## src/rtl/cmp_pkg.sv

```systemverilog
// Shared types and helpers for the comparator-sharing arbiter: FSM state encoding,
// id-width helper and the round-robin search used to pick the next requester.
package cmp_pkg;

    localparam int MAX_REQ = 8;

    typedef enum logic {
        IDLE = 1'b0,
        RESP = 1'b1
    } cmp_state_t;

    typedef struct packed {
        logic       found;
        logic [2:0] idx;
    } pick_t;

    function automatic int id_w(input int n);
        return (n <= 2) ? 1 : $clog2(n);
    endfunction

    // First set bit of valid at or after ptr, wrapping at nreq-1 back to 0.
    function automatic pick_t rr_pick(input logic [7:0] valid, input logic [2:0] ptr,
                                      input int unsigned nreq);
        pick_t       res;
        int unsigned cand;
        res = '0;
        for (int unsigned k = 0; k < 8; k++) begin
            cand = (32'(ptr) + k) % nreq;
            if ((k < nreq) && !res.found && valid[cand[2:0]]) begin
                res.found = 1'b1;
                res.idx   = cand[2:0];
            end else begin
                res = res;
            end
        end
        return res;
    endfunction

endpackage

```

## src/rtl/cmp_share_arbiter_bitwise.sv

```systemverilog
// Existing W-bit equality comparator: z is high when every bit of x matches y.
module bitwise #(
    parameter int W = 2
) (
    input  logic [W-1:0] x,
    input  logic [W-1:0] y,
    output logic         z
);

    // Full-width bitwise match, no extension of either operand.
    always_comb begin
        z = &(~(x ^ y));
    end

endmodule

```

## src/rtl/cmp_share_arbiter.sv

```systemverilog
// Round-robin share of one equality comparator among NREQ requesters, with a
// single registered response slot and a saturating count of equal results.
module cmp_share_arbiter
    import cmp_pkg::*;
#(
    parameter int NREQ  = 4,
    parameter int W     = 2,
    parameter int CNT_W = 8
) (
    input  logic                    clk,
    input  logic                    rst_n,
    input  logic [NREQ-1:0]         req_valid,
    output logic [NREQ-1:0]         req_ready,
    input  logic [NREQ*W-1:0]       req_x,
    input  logic [NREQ*W-1:0]       req_y,
    output logic [NREQ-1:0]         rsp_valid,
    input  logic                    rsp_ready,
    output logic                    rsp_eq,
    output logic [id_w(NREQ)-1:0]   rsp_id,
    output logic [CNT_W-1:0]        match_cnt,
    output logic                    busy
);

    localparam int ID_W = id_w(NREQ);

    cmp_state_t        r_state;
    logic [ID_W-1:0]   r_rr_ptr;
    logic [NREQ-1:0]   r_rsp_valid;
    logic              r_rsp_eq;
    logic [ID_W-1:0]   r_rsp_id;
    logic [CNT_W-1:0]  r_match_cnt;
    logic              r_busy;

    pick_t             w_pick;
    logic              w_grant_ok;
    logic              w_grant;
    logic [ID_W-1:0]   w_gid;
    logic [ID_W-1:0]   w_next_ptr;
    logic [NREQ-1:0]   w_onehot;
    logic [W-1:0]      w_x;
    logic [W-1:0]      w_y;
    logic              w_z;
    logic              w_complete;

    // Grant search: the slot may accept when empty or when its response drains now.
    always_comb begin
        w_grant_ok = (r_state == IDLE) || rsp_ready;
        w_pick     = rr_pick(8'(req_valid), 3'(r_rr_ptr), NREQ);
        w_grant    = w_grant_ok && w_pick.found;
        w_gid      = ID_W'(w_pick.idx);
        w_onehot   = NREQ'(1) << w_gid;
        if (w_gid == ID_W'(NREQ - 1)) begin
            w_next_ptr = '0;
        end else begin
            w_next_ptr = w_gid + ID_W'(1);
        end
    end

    // Accept strobe back to the winning requester only.
    always_comb begin
        if (w_grant) begin
            req_ready = w_onehot;
        end else begin
            req_ready = '0;
        end
    end

    // Grant mux feeding the shared comparator.
    always_comb begin
        w_x = req_x[w_gid*W +: W];
        w_y = req_y[w_gid*W +: W];
    end

    bitwise #(.W(W)) u_cmp (
        .x (w_x),
        .y (w_y),
        .z (w_z)
    );

    // A response completes on the edge where the slot is full and rsp_ready is high.
    always_comb begin
        w_complete = (r_state == RESP) && rsp_ready;
    end

    // Slot FSM with registered response outputs and the saturating match counter.
    always_ff @(posedge clk or negedge rst_n) begin
        if (!rst_n) begin
            r_state     <= IDLE;
            r_rr_ptr    <= '0;
            r_rsp_valid <= '0;
            r_rsp_eq    <= 1'b0;
            r_rsp_id    <= '0;
            r_match_cnt <= '0;
            r_busy      <= 1'b0;
        end else begin
            if (w_complete && r_rsp_eq && (r_match_cnt != {CNT_W{1'b1}})) begin
                r_match_cnt <= r_match_cnt + CNT_W'(1);
            end else begin
                r_match_cnt <= r_match_cnt;
            end
            case (r_state)
                IDLE: begin
                    if (w_grant) begin
                        r_state     <= RESP;
                        r_rsp_eq    <= w_z;
                        r_rsp_id    <= w_gid;
                        r_rr_ptr    <= w_next_ptr;
                        r_rsp_valid <= w_onehot;
                        r_busy      <= 1'b1;
                    end else begin
                        r_state     <= IDLE;
                    end
                end
                RESP: begin
                    if (w_grant) begin
                        r_state     <= RESP;
                        r_rsp_eq    <= w_z;
                        r_rsp_id    <= w_gid;
                        r_rr_ptr    <= w_next_ptr;
                        r_rsp_valid <= w_onehot;
                        r_busy      <= 1'b1;
                    end else if (rsp_ready) begin
                        r_state     <= IDLE;
                        r_rsp_valid <= '0;
                        r_busy      <= 1'b0;
                    end else begin
                        r_state     <= RESP;
                    end
                end
                default: begin
                    r_state     <= IDLE;
                    r_rsp_valid <= '0;
                    r_busy      <= 1'b0;
                end
            endcase
        end
    end

    assign rsp_valid = r_rsp_valid;
    assign rsp_eq    = r_rsp_eq;
    assign rsp_id    = r_rsp_id;
    assign match_cnt = r_match_cnt;
    assign busy      = r_busy;

endmodule

```

## config.mk

```make
export PLATFORM = sky130hd
export DESIGN_NAME = cmp_share_arbiter
export DESIGN_NICKNAME = d
export VERILOG_FILES = /design/src/rtl/cmp_pkg.sv /design/src/rtl/cmp_share_arbiter_bitwise.sv /design/src/rtl/cmp_share_arbiter.sv
export SDC_FILE = /design/constraint.sdc
export NUM_CORES = 1
export LEC_CHECK = 0
export CAP_MARGIN = 25
export CORE_AREA = 3 3 55 57
export CTS_CLUSTER_DIAMETER = 120
export DETAILED_ROUTE_END_ITERATION = 10
export DIE_AREA = 0 0 58 60
export PLACE_DENSITY_LB_ADDON = 0.1
export SKIP_LAST_GASP = 1
export SYNTH_ARGS = -nofsm -noshare
export SYNTH_HDL_FRONTEND = slang
export SYNTH_SLANG_ARGS = --single-unit
```

## constraint.sdc

```tcl
create_clock -name clk -period 2.7 [get_ports clk]
set_clock_uncertainty 0.15 [all_clocks]
set_input_delay 0.27 -clock clk [delete_from_list [all_inputs] [get_ports clk]]
set_output_delay 0.27 -clock clk [all_outputs]
set_load 0.01 [all_outputs]
```

==> results of run 1 <==
layout by cell type, fill, tap and decap left out, drive strengths merged, types with 6 or more instances in the layout:
cell	instances
buf	7
and2	6
clkdlybuf4s50	39
inv	6
xor2	10
dfrtp	19
flip-flops by register name, summed over array words and instances, names as in the netlist:
register   flops
rsp_id         2
rsp_eq         1
match_cnt      8
r_state        1
rsp_valid      4
r_rr_ptr       2
busy           1
layer usage:
metal | vias up | routed length [microns] | global-route usage
met1 | 393 | 939 | 0.1604
met5 | - | 0 | 0
li1 | 431 | - | -
met2 | 28 | 1009 | 0.2306
met3 | 2 | 186 | 0.04104
met4 | 0 | 21 | 0.03974
cell families after synthesis:
kind of cell / after synthesis / share of synthesized area
simple gates: 26 / 0.1315
buf+inv: 7 / 0.02488
flops: 19 / 0.4502
xor+xnor: 15 / 0.1244
fa+ha+maj: 5 / 0.05924
mux: 6 / 0.08057
compound gates: 16 / 0.1292
layout make-up:
type / instances / area, sq um
inverters: 6 / 22.52
well taps: 30 / 37.54
multi-input cells: 68 / 554.3
flip-flops and latches: 19 / 476.7
fillers: 233 / 924.6
repair buffers: 49 / 480.5
clock buffers: 4 / 26.28
stage by stage:
| stage | power, uW | util | cell area [sq um] | instances | setup slack (ps) |
|---|---|---|---|---|---|
| 2_1_floorplan | 686.1 | - | 1056 | 94 | 725.1 |
| 3_3_place_gp | 938.7 | 0.6106 | 1540 | 169 | 3.164 |
| 3_5_place_dp | 952.4 | 0.6106 | 1540 | 169 | -16.12 |
| 4_1_cts | 1115 | 0.6270 | 1582 | 175 | 20.22 |
| 5_1_grt | 1181 | 0.6334 | 1598 | 176 | -43.25 |
| 6_report | 1101 | 0.6334 | 1598 | 176 | 99.42 |
power breakdown:
part	total, uW	switching (uW)	internal, uW
clock	139	81.4	57.2
sequential	445	81.0	364
combinational	517	200	317
path summary, 6_finish.rpt:
kind                       cells after the start      endpoint  slack, ps
setup / recovery                               6  req_ready[0]        100
hold / removal                                 3       r_state        190
setup reg to reg                               7        rsp_eq        610
hold reg to reg                                1  rsp_valid[3]        330
max in group asynchronous                      1   r_rr_ptr[1]       1540
min in group asynchronous                      1          busy        300
worst register-to-register path, delay by kind of cell, from the launching register on:
| kind | cells | cell delay [ps] |
|---|---|---|
| mux | 2 | 800 |
| flops | 1 | 470 |
| buf+inv | 2 | 280 |
| compound gates | 2 | 210 |
| simple gates | 1 | 80 |
timing repair:
item | 4_1_cts | 5_1_grt
hold buffers | 0 | 0
endpoints found under the setup margin | 3 | 4
resized for setup | 0 | 4
setup buffers | 2 | 1
pin swaps | 1 | 1
==> key figures, run 1 <==
CTS
  • CTS Root Cell: clkbuf_4
  • Clk pin slew, worst setup/hold paths: 110 ps
  • H-tree depth: 1
  • Maximum buffer depth of the clock tree: 2
  • TritonCTS sink count: 19
  • CTS Buf Count: 3
  • Clock tree from TritonCTS: done
  • Clock latency at the later pin of the worst-skew pair: 280 ps

Detailed routing
  • Routed WL: ~2200 microns
  • DRC violation count after routing: 0
  • Vias: 854
  • Drt pass-1 iters: 4
  • DRT iter0 DRCs: 13
  • Remaining antenna violation count: 0
  • WL/cell: 12.25 microns
  • Ratio of routed vias to standard cells: 4.852

Floorplanning
  • Area of the die: 0.003480 sq mm
  • Die Width: 58 microns
  • Height of the chip: 60 microns
  • Core area: 0.002522 sq mm
  • Number of ports placed on the die boundary: 43
  • Number of cell rows: 18
  • Starting density of the core: 0.4187

GRT
  • Global-route usage over all layers: 0.1338
  • Global-route wire length before repair: 3581 microns
  • Initial antenna violation count: 0
  • Via count of the first global-routing pass: 850
  • Largest net degree at the start of global routing: 20
  • Global-route congestion overflow total: 0

Synth
  • Syn_nets: 122
  • Most used standard cells in the synthesized netlist: 19 x dfrtp_1, 10 x xor2_1, 6 x and2_1
  • Number of synthesized flops with an enable pin: 0
  • Top-count cell post-synth: dfrtp_1
  • Number of warnings issued by yosys: 0
  • Mean cell area of the mapped netlist: 11.23 sq um
  • Area fraction of the dominant cell type after synthesis: 0.4502
  • Library cell occupying the most area in the post-synthesis netlist: dfrtp_1
  • Top_reg_cell synth: dfrtp_1
  • Post-Synthesis Cells: 94
  • Library cells used by synthesis: 29
  • Cell types occupying the most area after synthesis: dfrtp_1 45%, xor2_1 8.3%, ha_1 5.9%
  • Number of synthesized register bits: 19
  • Share of flip-flops with an asynchronous set or reset: 1.000
  • Post-Syn Area: 0.001056 sq mm
  • Sequential area share after synthesis: 0.4502

Worst setup path
  • Crit path from: r_rr_ptr[1]
  • Data required time at the worst endpoint: 2280 ps
  • Crit-path cells: mux2i_1 > a221oi_4 > inv_2 > ha_1 > and2_1 > clkdlybuf4s50_1
  • Data arrival, critical path: ~2200 ps
  • Maximum fanout encountered on the critical timing path: 7
  • Worst Setup Start Kind: flip-flop
  • Largest delay contributor family on the critical path: buffers and inverters
  • Worst path buffer plus inverter count: 2
  • CP Class: flip-flop to output pin
  • Master of the slowest instance on the critical path: clkdlybuf4s50_1
  • Slowest stage delay, CP: 480 ps
  • Source of the worst register-to-register timing path: r_rr_ptr[1]
  • Worst setup EP type: output pin

Power and ir drop
  • Pwr Density: 689.0 mW/mm^2
  • Highest ir drop seen on vdd: 404.5 uV
  • P_leak: a little under 0.0008 uW

Placement
  • Count of port buffers added during placement: 42
  • Final estimated routing congestion in global placement: 0.7819
  • Post-detail-place hpwl: 1716 microns

Timing
  • RSZ-0062 raised after global routing: true
  • Remaining max-slew budget at the tightest pin: 0.4429
  • Final Max Slew Viols: 0
  • Worst hold slack after final layout: 194.5 ps
  • Final cycle utilization of the critical path: 0.9632
  • Count of endpoints failing hold in the final timing report: 0
  • Sum of negative setup slack: 0 ps
  • Maximum achievable frequency: 0.3845 GHz
  • Final number of setup-violating endpoints: 0
  • Final critical-path required period: 2601 ps
  • Slew @ Worst Pin: roughly 830 ps

Finish
  • Layout overhead on the synthesized area: 51.30%
  • Final #Nets: about 180
  • Count of antenna diodes in the layout: 0
  • Share of cells above drive strength 1: 0.1301

Status
  • Run status: finished, final reports clean

Worst hold path
  • Tightest Hold Check Type: primary input to flip-flop
  • Worst min-delay path startpoint: req_valid[3]

Run
  • Max-cap violations: 0
No activity file was read; power rests on OpenSTA's default activity.
==> inputs of run 2 (changes only) <==
- CORE_AREA: 3 3 55 57 -> 2 2 54 56
- DIE_AREA: 0 0 58 60 -> 0 0 56 58
==> run 2 against run 1 <==
Cell count unchanged. Routed wire length fell by 0.19%. Die area is 6.7% lower. Largest power group unchanged.
==> key figures, run 2 (synthesis results as in run 1) <==
Status
  • Run status: finished, final reports clean

Timing
  • Slew @ Worst Pin: 862.4 ps
  • Count of endpoints failing hold in the final timing report: 0
  • Maximum achievable frequency: 0.3841 GHz
  • Final cycle utilization of the critical path: 0.9643
  • Final number of setup-violating endpoints: 0
  • RSZ-0062 raised after global routing: true
  • Remaining max-slew budget at the tightest pin: 0.4233
  • Final critical-path required period: ~2600 ps
  • Worst hold slack after final layout: 210.4 ps
  • Sum of negative setup slack: 0 ps
  • Final Max Slew Viols: 0

Worst hold path
  • Hold path depth: 3
  • Tightest Hold Check Type: primary input to flip-flop

Floorplanning
  • Area of the die: 0.003248 sq mm
  • Core area: 0.002663 sq mm
  • Number of ports placed on the die boundary: 43
  • Height of the chip: 58 microns
  • Starting density of the core: 0.3966
  • Die Width: 56 microns
  • Number of cell rows: 19

CTS
  • CTS Buf Count: 3
  • Clk pin slew, worst setup/hold paths: ~110 ps
  • H-tree depth: 1
  • TritonCTS sink count: 19
  • Clock latency at the later pin of the worst-skew pair: approximately 300 ps
  • CTS Root Cell: clkbuf_4
  • Maximum buffer depth of the clock tree: 2
  • Clock tree from TritonCTS: done

Finish
  • Fin cells: 176
  • Final #Nets: between 150 and 200
  • Layout overhead on the synthesized area: 51.42%
  • Most frequent standard cell in the layout excluding fill and tap cells: clkdlybuf4s50_1
  • Highest-count cells in the layout ignoring fill and taps: 39 x clkdlybuf4s50_1, 18 x dfrtp_1, 10 x xor2_1
  • # fillers: 248
  • Number of flip-flops under the largest register name: 8
  • Count of antenna diodes in the layout: 0
  • Share of cells above drive strength 1: 0.1379

Worst setup path
  • Crit-path cells: mux2i_1 > a221oi_4 > ha_1 > and2_1 > clkdlybuf4s50_1
  • Number of cells traversed by the worst register-to-register path: 7
  • Largest delay contributor family on the critical path: buffers and inverters
  • Worst Setup Start Kind: flip-flop
  • Worst setup EP type: output pin
  • Maximum fanout encountered on the critical timing path: 7
  • CP Class: flip-flop to output pin
  • Total number of cells along the worst setup path: 5
  • Data required time at the worst endpoint: 2280 ps
  • Worst path buffer plus inverter count: 1
  • Master of the slowest instance on the critical path: clkdlybuf4s50_1
  • Slowest stage delay, CP: 540 ps
  • Data arrival, critical path: 2180 ps

Power and ir drop
  • Pwr Density: 686.2 mW/mm^2
  • Highest ir drop seen on vdd: 542.2 uV
  • Register share of total power: 0.407
  • Fraction of power consumed by combinational cells: 0.459
  • Sw Share: 0.3372
  • Part of the total power dissipated in the clock network: 0.134
  • P_leak: approximately 0.00077 uW
  • Overall power consumption: 1097 uW
  • Internal power component: ~730 uW
  • NetSw: between 300 and 400 uW

GRT
  • Global-route wire length before repair: 3643 microns
  • Global-route usage over all layers: 0.1445
  • Via count of the first global-routing pass: 886
  • Largest net degree at the start of global routing: 20
  • Initial antenna violation count: 0
  • Global-route congestion overflow total: 0

Detailed routing
  • Amount of wire on met3 after detailed routing: 144 microns
  • Vias: 851
  • Sum of routed wire segments on met1: between 900 and 1000 microns
  • Routed WL: 2152 microns
  • DRT iter0 DRCs: 7
  • DRC violation count after routing: 0
  • WL met2: 1044 microns
  • WL/cell: 12.23 microns
  • Drt pass-1 iters: 3
  • Top routing layer in use: met4
  • Ratio of routed vias to standard cells: 4.835
  • Remaining antenna violation count: 0

Placement
  • Final estimated routing congestion in global placement: 0.7434
  • Count of port buffers added during placement: 42
  • Post-placement cell count: 170
  • Post-detail-place hpwl: 1735 microns

Run
  • Max-cap violations: 0
-- run 2: power groups by stage --
| stage | clock network (uW) | logic (uW) | registers, uW |
|---|---|---|---|
| 6_report | 147 | 503 | 447 |
| 5_1_grt | 166 | 555 | 459 |
| 3_5_place_dp | 0 | 496 | 451 |
| 2_1_floorplan | 0 | 217 | 469 |
| 3_3_place_gp | 0 | 490 | 445 |
| 4_1_cts | 155 | 499 | 445 |
-- run 2: timing repair --
action,CTS,global route
pin swaps,1,2
gates resized for setup,0,5
setup endpoints to repair,1,4
hold buffers,0,0
buffers inserted,0,2
-- run 2: worst paths after layout --
path	from	to	slack, ps
worst max-delay path	r_rr_ptr[1]	req_ready[1]	100
worst min-delay path	req_valid[3]	r_state	210
worst max register to register	r_rr_ptr[1]	rsp_eq	640
worst min register to register	rsp_valid[1]	rsp_valid[1]	340
max in group asynchronous	rst_n	r_rr_ptr[1]	1510
min in group asynchronous	rst_n	match_cnt[5]	300
-- run 2: cell type report --
| type | count | area, sq um | area share |
|---|---|---|---|
| clock inverters | 1 | 7.507 | 0.004695 |
| flip-flops and latches | 19 | 476.7 | 0.2981 |
| inverters | 6 | 22.52 | 0.01408 |
| repair buffers | 48 | 473.0 | 0.2958 |
| well taps | 31 | 38.79 | 0.02426 |
| clock buffers | 3 | 22.52 | 0.01408 |
| multi-input cells | 68 | 558.0 | 0.3490 |
-- run 2: worst min-delay path: cells and delay by family --
| family | cells | cell delay (ps) |
|---|---|---|
| compound gates | 1 | 80 |
| buf+inv | 1 | 170 |
| simple gates | 1 | 100 |
-- run 2: stage by stage --
step / cell area, sq um / worst slack [ps] / utilization
floorplan: 1056 / 725.1 / -
global placement: 1541 / 15.53 / 0.5789
detailed placement: 1541 / 1.873 / 0.5789
CTS: 1572 / 5.000 / 0.5902
global route: 1599 / -18.27 / 0.6006
finish: 1599 / 96.34 / 0.6006
-- run 2: routing by layer --
layer  global-route usage  vias to the layer above
met1               0.1779                      395
met5                    0                        -
met2               0.2387                       27
li1                     -                      427
met3              0.03795                        2
met4              0.06803                        0
==> inputs of run 3 (changes only) <==
- CORE_AREA: 2 2 54 56 -> 2 2 55 57
- DIE_AREA: 0 0 56 58 -> 0 0 57 59
- SETUP_SLACK_MARGIN: default -> 0.3
- SYNTH_HIERARCHICAL: default -> 1
==> run 3 against run 2 <==
Clock-buffer cell count unchanged. Die area increased by 3.5%. Via count increased by 11%. Cell count increased by 6.3%. Sequential share of layout area decreased by 1.5 points. Sequential power increased by 5.4%. Synthesized cell count increased by 13%. Routed wire length increased by 9.5%. Clock power about the same. Non-clock buffer count unchanged. Setup slack improved by 330 ps. Register-to-register slack got worse by 60 ps.
==> key figures, run 3 <==
Status
  • Run status: finished, final reports clean

GRT
  • Global-route wire length before repair: 4188 microns
  • Via count of the first global-routing pass: 954
  • Initial antenna violation count: 0
  • Global-route congestion overflow total: 0
  • Global-route usage over all layers: 0.1602
  • Largest net degree at the start of global routing: 20

Worst setup path
  • Maximum fanout encountered on the critical timing path: 4
  • Data required time at the worst endpoint: 2280 ps
  • Source of the worst register-to-register timing path: r_rr_ptr[0]
  • Crit path from: r_rr_ptr[0]
  • CP Class: flip-flop to output pin
  • R2R Setup Slk: 580 ps
  • Worst Setup Start Kind: flip-flop
  • Number of cells traversed by the worst register-to-register path: 9
  • Worst setup EP type: output pin
  • Endpoint of the worst setup timing path: req_ready[0]
  • Worst r2r dst: rsp_eq
  • Data arrival, critical path: 1860 ps

Floorplanning
  • Core area: 0.002710 sq mm
  • Number of cell rows: 19
  • Number of ports placed on the die boundary: 43
  • Starting density of the core: 0.4141
  • Die Width: 57 microns
  • Area of the die: 0.003363 sq mm
  • Height of the chip: 59 microns

Synth
  • Cell types occupying the most area after synthesis: dfrtp_1 42%, mux2i_1 11%, mux2_2 6.0%
  • Syn_nets: 134
  • Library cells used by synthesis: 27
  • Post-Synthesis Cells: ~110
  • Number of synthesized flops with an enable pin: 0
  • Area fraction of the dominant cell type after synthesis: 0.4236
  • Top-count cell post-synth: dfrtp_1
  • Most used standard cells in the synthesized netlist: 19 x dfrtp_1, 12 x mux2i_1, 7 x inv_1, 7 x nand2_1, 6 x mux2_2
  • Sequential area share after synthesis: 0.4236
  • Number of warnings issued by yosys: 6
  • Post-Syn Area: about 0.0011 sq mm
  • Top_reg_cell synth: dfrtp_1
  • Number of synthesized register bits: 19
  • Library cell occupying the most area in the post-synthesis netlist: dfrtp_1
  • Mean cell area of the mapped netlist: roughly 11 sq um
  • Share of flip-flops with an asynchronous set or reset: 1.000

Finish
  • Highest-count cells in the layout ignoring fill and taps: 34 x clkdlybuf4s50_1, 17 x dfrtp_1, 12 x mux2i_1
  • Most frequent standard cell in the layout excluding fill and tap cells: clkdlybuf4s50_1
  • Final Util: 0.6228
  • Share of cells above drive strength 1: 0.1923
  • Final #Nets: 185
  • Layout overhead on the synthesized area: 50.39%
  • Count of antenna diodes in the layout: 0
  • Number of flip-flops under the largest register name: 8

Power and ir drop
  • Register share of total power: 0.360
  • Pwr Density: between 700 and 800 mW/mm^2
  • Highest ir drop seen on vdd: approximately 600 uV
  • Part of the total power dissipated in the clock network: 0.113
  • NetSw: 467.1 uW
  • Internal power component: 841.2 uW
  • P_leak: approximately 0.00081 uW
  • Fraction of power consumed by combinational cells: 0.527
  • Sw Share: 0.3571

Timing
  • Sum of negative setup slack: 0 ps
  • Count of endpoints failing hold in the final timing report: 0
  • Final critical-path required period: 2277 ps
  • Slew @ Worst Pin: between 800 and 900 ps
  • Final Max Slew Viols: 0
  • Maximum achievable frequency: 0.4393 GHz
  • Final number of setup-violating endpoints: 0
  • Remaining max-slew budget at the tightest pin: 0.4229
  • Final cycle utilization of the critical path: 0.8432
  • RSZ-0062 raised after global routing: false

Placement
  • Count of port buffers added during placement: 42
  • Final estimated routing congestion in global placement: roughly 0.75
  • Post-detail-place hpwl: ~1800 microns

CTS
  • Clk pin slew, worst setup/hold paths: around 120 ps
  • Post-CTS Hold Buffers: 0
  • Clock latency at the later pin of the worst-skew pair: 310 ps
  • Clock tree from TritonCTS: done
  • H-tree depth: 1
  • Maximum buffer depth of the clock tree: 2
  • CTS Buf Count: 3
  • CTS Root Cell: clkbuf_4
  • TritonCTS sink count: 19

Run
  • Max-cap violations: 0

Detailed routing
  • Vias: about 950
  • WL/cell: 12.60 microns
  • Remaining antenna violation count: 0
  • Drt pass-1 iters: 4
  • Ratio of routed vias to standard cells: around 5
  • Routed WL: 2357 microns
  • DRC violation count after routing: 0
  • DRT iter0 DRCs: 15

Worst hold path
  • Tightest Hold Check Type: primary input to flip-flop
[run 3: worst min-delay path by stage]
stage                 start           end  cells after the start
2_1_floorplan         rst_n          busy                      0
3_3_place_gp   rsp_valid[1]  rsp_valid[1]                      1
3_5_place_dp   rsp_valid[1]  rsp_valid[1]                      1
4_1_cts        req_valid[0]       r_state                      3
5_1_grt        req_valid[2]       r_state                      3
6_report       req_valid[2]       r_state                      3
[run 3: area by class of cell]
class                   instances  area, sq um
well taps                      31        38.79
clock buffers                   3        22.52
multi-input cells              78        649.4
repair buffers                 48        467.9
flip-flops and latches         19        478.0
clock inverters                 1        5.005
fillers                       245         1022
inverters                       7        26.28
[run 3: per-layer routing]
metal / track usage / up-vias / part of all wire
met5: 0 / - / 0
met4: 0.04983 / 0 / 0.0098
met3: 0.04803 / 5 / 0.053
met2: 0.2693 / 22 / 0.48
met1: 0.1992 / 446 / 0.46
li1: - / 473 / -
[run 3: cell families (layout without fill, tap and decap cells)]
| family | count (synthesis) | in the layout | share of synthesized area |
|---|---|---|---|
| simple gates | 33 | 33 | 0.1661 |
| flops | 19 | 19 | 0.4236 |
| mux | 18 | 18 | 0.1672 |
| compound gates | 17 | 17 | 0.1104 |
| buf+inv | 9 | 59 | 0.03790 |
| fa+ha+maj | 5 | 5 | 0.05574 |
| xor+xnor | 5 | 5 | 0.03903 |
[run 3: what timing repair did]
| item | in CTS | in global routing |
|---|---|---|
| endpoints found under the setup margin | 4 | 5 |
| resized for setup | 12 | 13 |
| hold endpoints to repair | 0 | 0 |
| pin swaps | 1 | 2 |
| setup buffers | 1 | 1 |
[run 3: stage by stage]
step           hold WS, ps  total power [uW]  setup WS (ps)  std cells  cell area (sq um)
2_1_floorplan       -175.6             826.9          808.3        106               1122
3_3_place_gp         307.8              1105          101.0        181               1595
3_5_place_dp         315.4              1115          41.91        181               1595
4_1_cts              267.3              1297          319.2        186               1652
5_1_grt              184.2              1418          300.6        187               1688
6_report             142.4              1308          423.5        187               1688
[run 3: power by group through the flow]
| stage | Sequential [uW] | Combinational [uW] | Clock [uW] |
|---|---|---|---|
| 4_1_cts | 464 | 676 | 157 |
| 2_1_floorplan | 485 | 342 | 0 |
| 3_3_place_gp | 458 | 647 | 0 |
| 6_report | 471 | 690 | 148 |
| 3_5_place_dp | 461 | 654 | 0 |
| 5_1_grt | 487 | 761 | 169 |
[run 3: critical path, cell delays in order (launching register included)]
cell and delay (ps):
dfrtp_2 460, nor2b_4 70, nor3_2 180, a21oi_2 70, nor2_4 150, inv_2 50
ha_1 180, and2_1 150, clkdlybuf4s15_1 230
